[config.mk]
export PLATFORM = sky130hd
export DESIGN_NAME = sram_arbiter
export DESIGN_NICKNAME = d
export VERILOG_FILES = /design/src/rtl/sram_arbiter_pkg.sv /design/src/rtl/sram_arbiter.sv
export SDC_FILE = /design/constraint.sdc
export NUM_CORES = 1
export LEC_CHECK = 0
export CORE_MARGIN = 8
export CORE_UTILIZATION = 40
export CTS_BUF_LIST = sky130_fd_sc_hd__clkbuf_8
export DETAILED_ROUTE_END_ITERATION = 8
export DONT_BUFFER_PORTS = 1
export GPL_TIMING_DRIVEN = 0
export HOLD_SLACK_MARGIN = 0.03
export MAX_ROUTING_LAYER = met4
export PLACE_DENSITY = 0.62
export RECOVER_POWER = 50
export SLEW_MARGIN = 5
export SYNTH_ARGS = -nofsm -noshare
export SYNTH_HDL_FRONTEND = slang
export SYNTH_SLANG_ARGS = --single-unit
export TNS_END_PERCENT = 5
[constraint.sdc]
create_clock -name clk -period 2.2 [get_ports clk]
set_input_delay 0.33 -clock clk [delete_from_list [all_inputs] [get_ports clk]]
set_output_delay 0.33 -clock clk [all_outputs]
set_load 0.005 [all_outputs]
[src/rtl/sram_arbiter_pkg.sv]
// Shared types for the SRAM arbiter: FSM state, access owner, and default wait states.
package sram_arbiter_pkg;

  typedef enum logic [1:0] {
    IDLE   = 2'd0,
    ACCESS = 2'd1,
    DONE   = 2'd2
  } state_e;

  typedef enum logic {
    OWN_CPU = 1'b0,
    OWN_DMA = 1'b1
  } owner_e;

  localparam int WAIT_STATES_DEFAULT = 1;

endpackage

[src/rtl/sram_arbiter.sv]
// Two-port (CPU/DMA) arbiter onto one asynchronous SRAM, one access in flight.
// Handshake: each requester holds its request level until a one-cycle ready/ack pulse.
module sram_arbiter
  import sram_arbiter_pkg::*;
#(
  parameter int WAIT_STATES = WAIT_STATES_DEFAULT,
  parameter int AW          = 19
) (
  input  logic          clk,
  input  logic          rst,
  input  logic          cpu_rd,
  input  logic          cpu_wr,
  input  logic [AW-1:0] cpu_addr,
  input  logic [3:0]    cpu_be,
  input  logic [31:0]   cpu_wdata,
  output logic [31:0]   cpu_rdata,
  output logic          cpu_ready,
  input  logic          dma_req,
  input  logic          dma_we,
  input  logic [AW-1:0] dma_addr,
  input  logic [3:0]    dma_be,
  input  logic [31:0]   dma_wdata,
  output logic [31:0]   dma_rdata,
  output logic          dma_ack,
  output logic          ram_cs_b,
  output logic          ram_oe_b,
  output logic          ram_wr_b,
  output logic [3:0]    ram_be_b,
  output logic [AW-1:0] ram_addr,
  output logic [31:0]   ram_dout,
  output logic          ram_drive,
  input  logic [31:0]   ram_din,
  output state_e        dbg_state
);

  state_e        state_q, state_d;
  owner_e        owner_q, last_owner_q;
  logic          write_q;
  logic [AW-1:0] addr_q;
  logic [3:0]    be_q;
  logic [31:0]   wdata_q;
  logic [2:0]    cnt_q;

  logic cpu_pend, dma_pend, grant, grant_dma, last_access;

  assign cpu_pend    = cpu_rd | cpu_wr;
  assign dma_pend    = dma_req;
  // DMA wins only when CPU is idle or CPU took the previous grant.
  assign grant_dma   = dma_pend && (!cpu_pend || last_owner_q == OWN_CPU);
  assign grant       = (state_q == IDLE) && (cpu_pend || dma_pend);
  assign last_access = (state_q == ACCESS) && (cnt_q == 3'd0);

  always_comb begin
    state_d = state_q;
    case (state_q)
      IDLE:    if (grant) state_d = ACCESS;
      ACCESS:  if (cnt_q == 3'd0) state_d = DONE;
      DONE:    state_d = IDLE;
      default: state_d = IDLE;
    endcase
  end

  always_ff @(posedge clk) begin
    if (rst) begin
      state_q      <= IDLE;
      owner_q      <= OWN_CPU;
      last_owner_q <= OWN_DMA;
      write_q      <= 1'b0;
      addr_q       <= '0;
      be_q         <= 4'h0;
      wdata_q      <= 32'h0;
      cnt_q        <= 3'd0;
      cpu_rdata    <= 32'h0;
      dma_rdata    <= 32'h0;
    end else begin
      state_q <= state_d;
      if (grant) begin
        owner_q      <= grant_dma ? OWN_DMA : OWN_CPU;
        last_owner_q <= grant_dma ? OWN_DMA : OWN_CPU;
        write_q      <= grant_dma ? dma_we : cpu_wr;
        addr_q       <= grant_dma ? dma_addr : cpu_addr;
        be_q         <= grant_dma ? dma_be : cpu_be;
        wdata_q      <= grant_dma ? dma_wdata : cpu_wdata;
        cnt_q        <= 3'(WAIT_STATES);
      end else if (state_q == ACCESS && cnt_q != 3'd0) begin
        cnt_q <= cnt_q - 3'd1;
      end
      if (last_access && !write_q) begin
        if (owner_q == OWN_CPU) cpu_rdata <= ram_din;
        else                    dma_rdata <= ram_din;
      end
    end
  end

  // Write data and pad drive stay up through DONE to give the SRAM hold time.
  always_comb begin
    ram_cs_b  = 1'b1;
    ram_oe_b  = 1'b1;
    ram_wr_b  = 1'b1;
    ram_be_b  = 4'hF;
    ram_drive = 1'b0;
    case (state_q)
      ACCESS: begin
        ram_cs_b  = 1'b0;
        ram_be_b  = ~be_q;
        ram_oe_b  = write_q;
        ram_wr_b  = ~write_q;
        ram_drive = write_q;
      end
      DONE:    ram_drive = write_q;
      default: ;
    endcase
  end

  assign ram_addr  = addr_q;
  assign ram_dout  = wdata_q;
  assign cpu_ready = (state_q == DONE) && (owner_q == OWN_CPU);
  assign dma_ack   = (state_q == DONE) && (owner_q == OWN_DMA);
  assign dbg_state = state_q;

endmodule
==> run metrics <==
Hold Crit Class in2reg; Yosys reg bits 127; CTS tree done; RSZ-0062 raised after global routing no; DIE AREA 0.01730 mm²; largest family of logic cells by synthesized area simple AND/OR/NAND/NOR gates; clk_skew approximately 10 ps; CP top delay family buffers and inverters; hold_sp cpu_addr[4]; CTS sink count 127; Pwr Density 1076 mW/mm²; post-synthesis mux area share between 10% and 20%; die outline width 131.5 µm; Required @ worst endpoint roughly 2500 ps; first-pass GRT wire length about 28000 µm; outcome complete, no violations; Antenna diodes 0; Max clock buf depth 2; Worst setup SP type flip-flop; root buffer cell clkbuf_8; synthesized area per cell 9.468 µm²; Initial Utilization 40.65%; Clk network pwr share 31.2%; gate count of the mapped netlist 564; hold_ws approximately 61 ps; switching portion of total power 33.04%; Crit path buffers/inverters 3; CTS clk-pin slew, worst paths 80 ps; Seq/Total Area, Yosys 47.61%; commonest non-fill, non-tap cell in the layout nand2_1; xor/xnor share of the synthesized area 0%; Critical Path Start dbg_state[1]$_SDFFE_PP0P_; Fin. Hold Viols 0; Psw 2386 µW; Comb pwr share 24.8%; RePlAce Congestion 0.8353; Reg2Reg Setup Slack 190 ps; Clock Latency Late Sink roughly 440 ps; Slew HR between 60 and 70%; critical path class reg2reg; Sequential Power Share between 40 and 50%; DR iter-0 viols ~180; WL/cell 21.05 µm; Final Setup Violations 0; post-route ant nets 0; vias in the first global route just under 5k; Worst R2R Start dbg_state[1]$_SDFFE_PP0P_; crit-path cells inv_1, ha_1, nand2b_1, buf_2, clkbuf_1, nor3_1, a221o_1; DR DRC count 0; Post-synth ARST share 0%; FP Rows 42; initial antenna violation count 0; TNS Setup 0 ps; Synth Area in Compound Gates 12.42%; total core area about 0.013 mm²; Area growth syn-to-layout 25.68%; reg2reg end ram_dout[21]$_SDFFE_PP0P_; Port Buffers 0; Critical-path top delay cell dfxtp_1; CTS Buf Count 17; Layout Nets around 810; DRT Wirelength about 18000 µm; maxcap violations 0; Worst VDD drop 0.0004996 V; Levels on crit path 7; die height between 100 and 150 µm; CTS HTree Levels 4; Post-synth EDFFs 0; drt pass-1 iters 4; Critical Path AT about 2300 ps; fmax between 400 and 500 MHz; most frequent cells in the layout nand2_1, dfxtp_1, dlygate4sd3_1; Yosys warnings 0; total power 7221 µW; syn nets 718; R2R depth 7; # IOs 275; P_int 4835 µW; final core utilization around 51%; fin crit period 2012 ps; share of post-route cells with drive strength above 1 10.49%; worst slew pin tran 572.0 ps; Vias/cell 5.517; Setup crit end ram_dout[21]$_SDFFE_PP0P_; mapped cell area 0.005340 mm²; Crit. End Element flip-flop; synth unique cells 35; adder-cell area share of the yosys netlist 1.406%; Synth Flop Type dfxtp_1; simple-gate share of the synthesized area 19.31%; LEAKAGE roughly 0.0028 µW; Slowest Stage Delay on Critical Path about 430 ps; All-Layer GR Usage 20.49%; max-slew violations 0; pin count of the biggest net entering global routing 17; Tcrit/Tclk final 91.47%; critical path peak fanout 10; grt ovf 0; DP Wirelength 13420 µm; via count approximately 4.7k
## synth_stat cells (3+ instances only)
cell | n | area share (%)
buf_2 | 17 | 1.6
a221o_1 | 55 | 10
ha_1 | 6 | 1.4
buf_1 | 6 | 0.42
buf_6 | 7 | 1.5
inv_1 | 7 | 0.49
and2_1 | 4 | 0.47
mux2i_1 | 66 | 12
clkbuf_1 | 14 | 0.98
nand2_1 | 162 | 11
nor3_1 | 56 | 5.2
nand2b_1 | 5 | 0.59
buf_12 | 4 | 1.5
a21oi_1 | 5 | 0.47
dfxtp_1 | 127 | 48
nor2_1 | 3 | 0.21
## worst min-delay path by stage
stage                                             to  slack (ps)  depth (start not counted)
after floorplan           cpu_rdata[11]$_SDFFE_PP0P_         450                          2
after global placement      ram_addr[9]$_SDFFE_PP0P_         470                          1
after detailed placement        be_q[2]$_SDFFE_PP0P_         470                          1
after CTS                 dma_rdata[13]$_SDFFE_PP0P_          30                          2
after global routing       cpu_rdata[0]$_SDFFE_PP0P_          40                          2
final                       ram_addr[4]$_SDFFE_PP0P_          60                          1
## power groups by stage
stage | Combinational [µW] | Sequential (µW) | Clock (µW)
after floorplan | 1350 | 3060 | 0
after global placement | 1630 | 3220 | 0
after detailed placement | 1690 | 3230 | 0
after CTS | 1800 | 3190 | 2310
after global routing | 1980 | 3230 | 2390
final | 1790 | 3180 | 2250
## cell families after synthesis
family	Yosys count
AOI/OAI and AO/OA	70
and+or+nand+nor	238
DFF	127
buffers and inverters	57
muxes	66
adders and majority gates	6
## worst register-to-register path: stages (launching register included)
cell      delay, ps
dfxtp_1         430
inv_1           110
ha_1            300
nand2b_1        110
buf_2           170
clkbuf_1        380
nor3_1          120
a221o_1         280
## cell type report
cell class,instances,area [µm²]
well taps,176,220.2
inverters,7,26.28
clock buffers,17,234.0
repair buffers,71,710.7
fillers,1218,6426
plain buffers,50,344.1
clock inverters,15,207.7
multi-input cells,380,2425
flip-flops and latches,127,2544
## routing by layer
| metal | vias to the layer above | part of all wire, % | routed length [µm] | GRT usage, % |
|---|---|---|---|---|
| met1 | 2226 | 38 | 6793 | 20.97 |
| met2 | 221 | 50 | 8794 | 34.06 |
| met3 | 25 | 9.7 | 1730 | 8.498 |
| met4 | 0 | 2.4 | 428 | 8.870 |
| met5 | - | 0 | 0 | - |
| li1 | 2179 | - | - | - |
## per-stage QoR
stage	cells	setup slack, ps	instance area (µm²)
4_1_cts	843	101.0	6714
2_1_floorplan	564	500.9	5340
6_report	843	187.7	6711
5_1_grt	843	36.17	6711
3_3_place_gp	740	185.6	5560
3_5_place_dp	740	123.4	5560
## sequential cells by signal (all words and copies together), names as in the netlist
register / flops
owner_q: 1
last_owner_q: 1
be_q: 4
ram_addr: 19
dbg_state: 2
dma_rdata: 32
write_q: 1
cpu_rdata: 32
ram_dout: 32
cnt_q: 3
## repair_timing
| item | CTS | global route |
|---|---|---|
| hold endpoints to repair | 77 | 0 |
| hold buffers | 71 | 0 |
| setup buffers | 0 | 0 |
| endpoints found under the setup margin | 4 | 7 |
| resized for setup | 1 | 3 |
(Power assumes the default switching activity.)
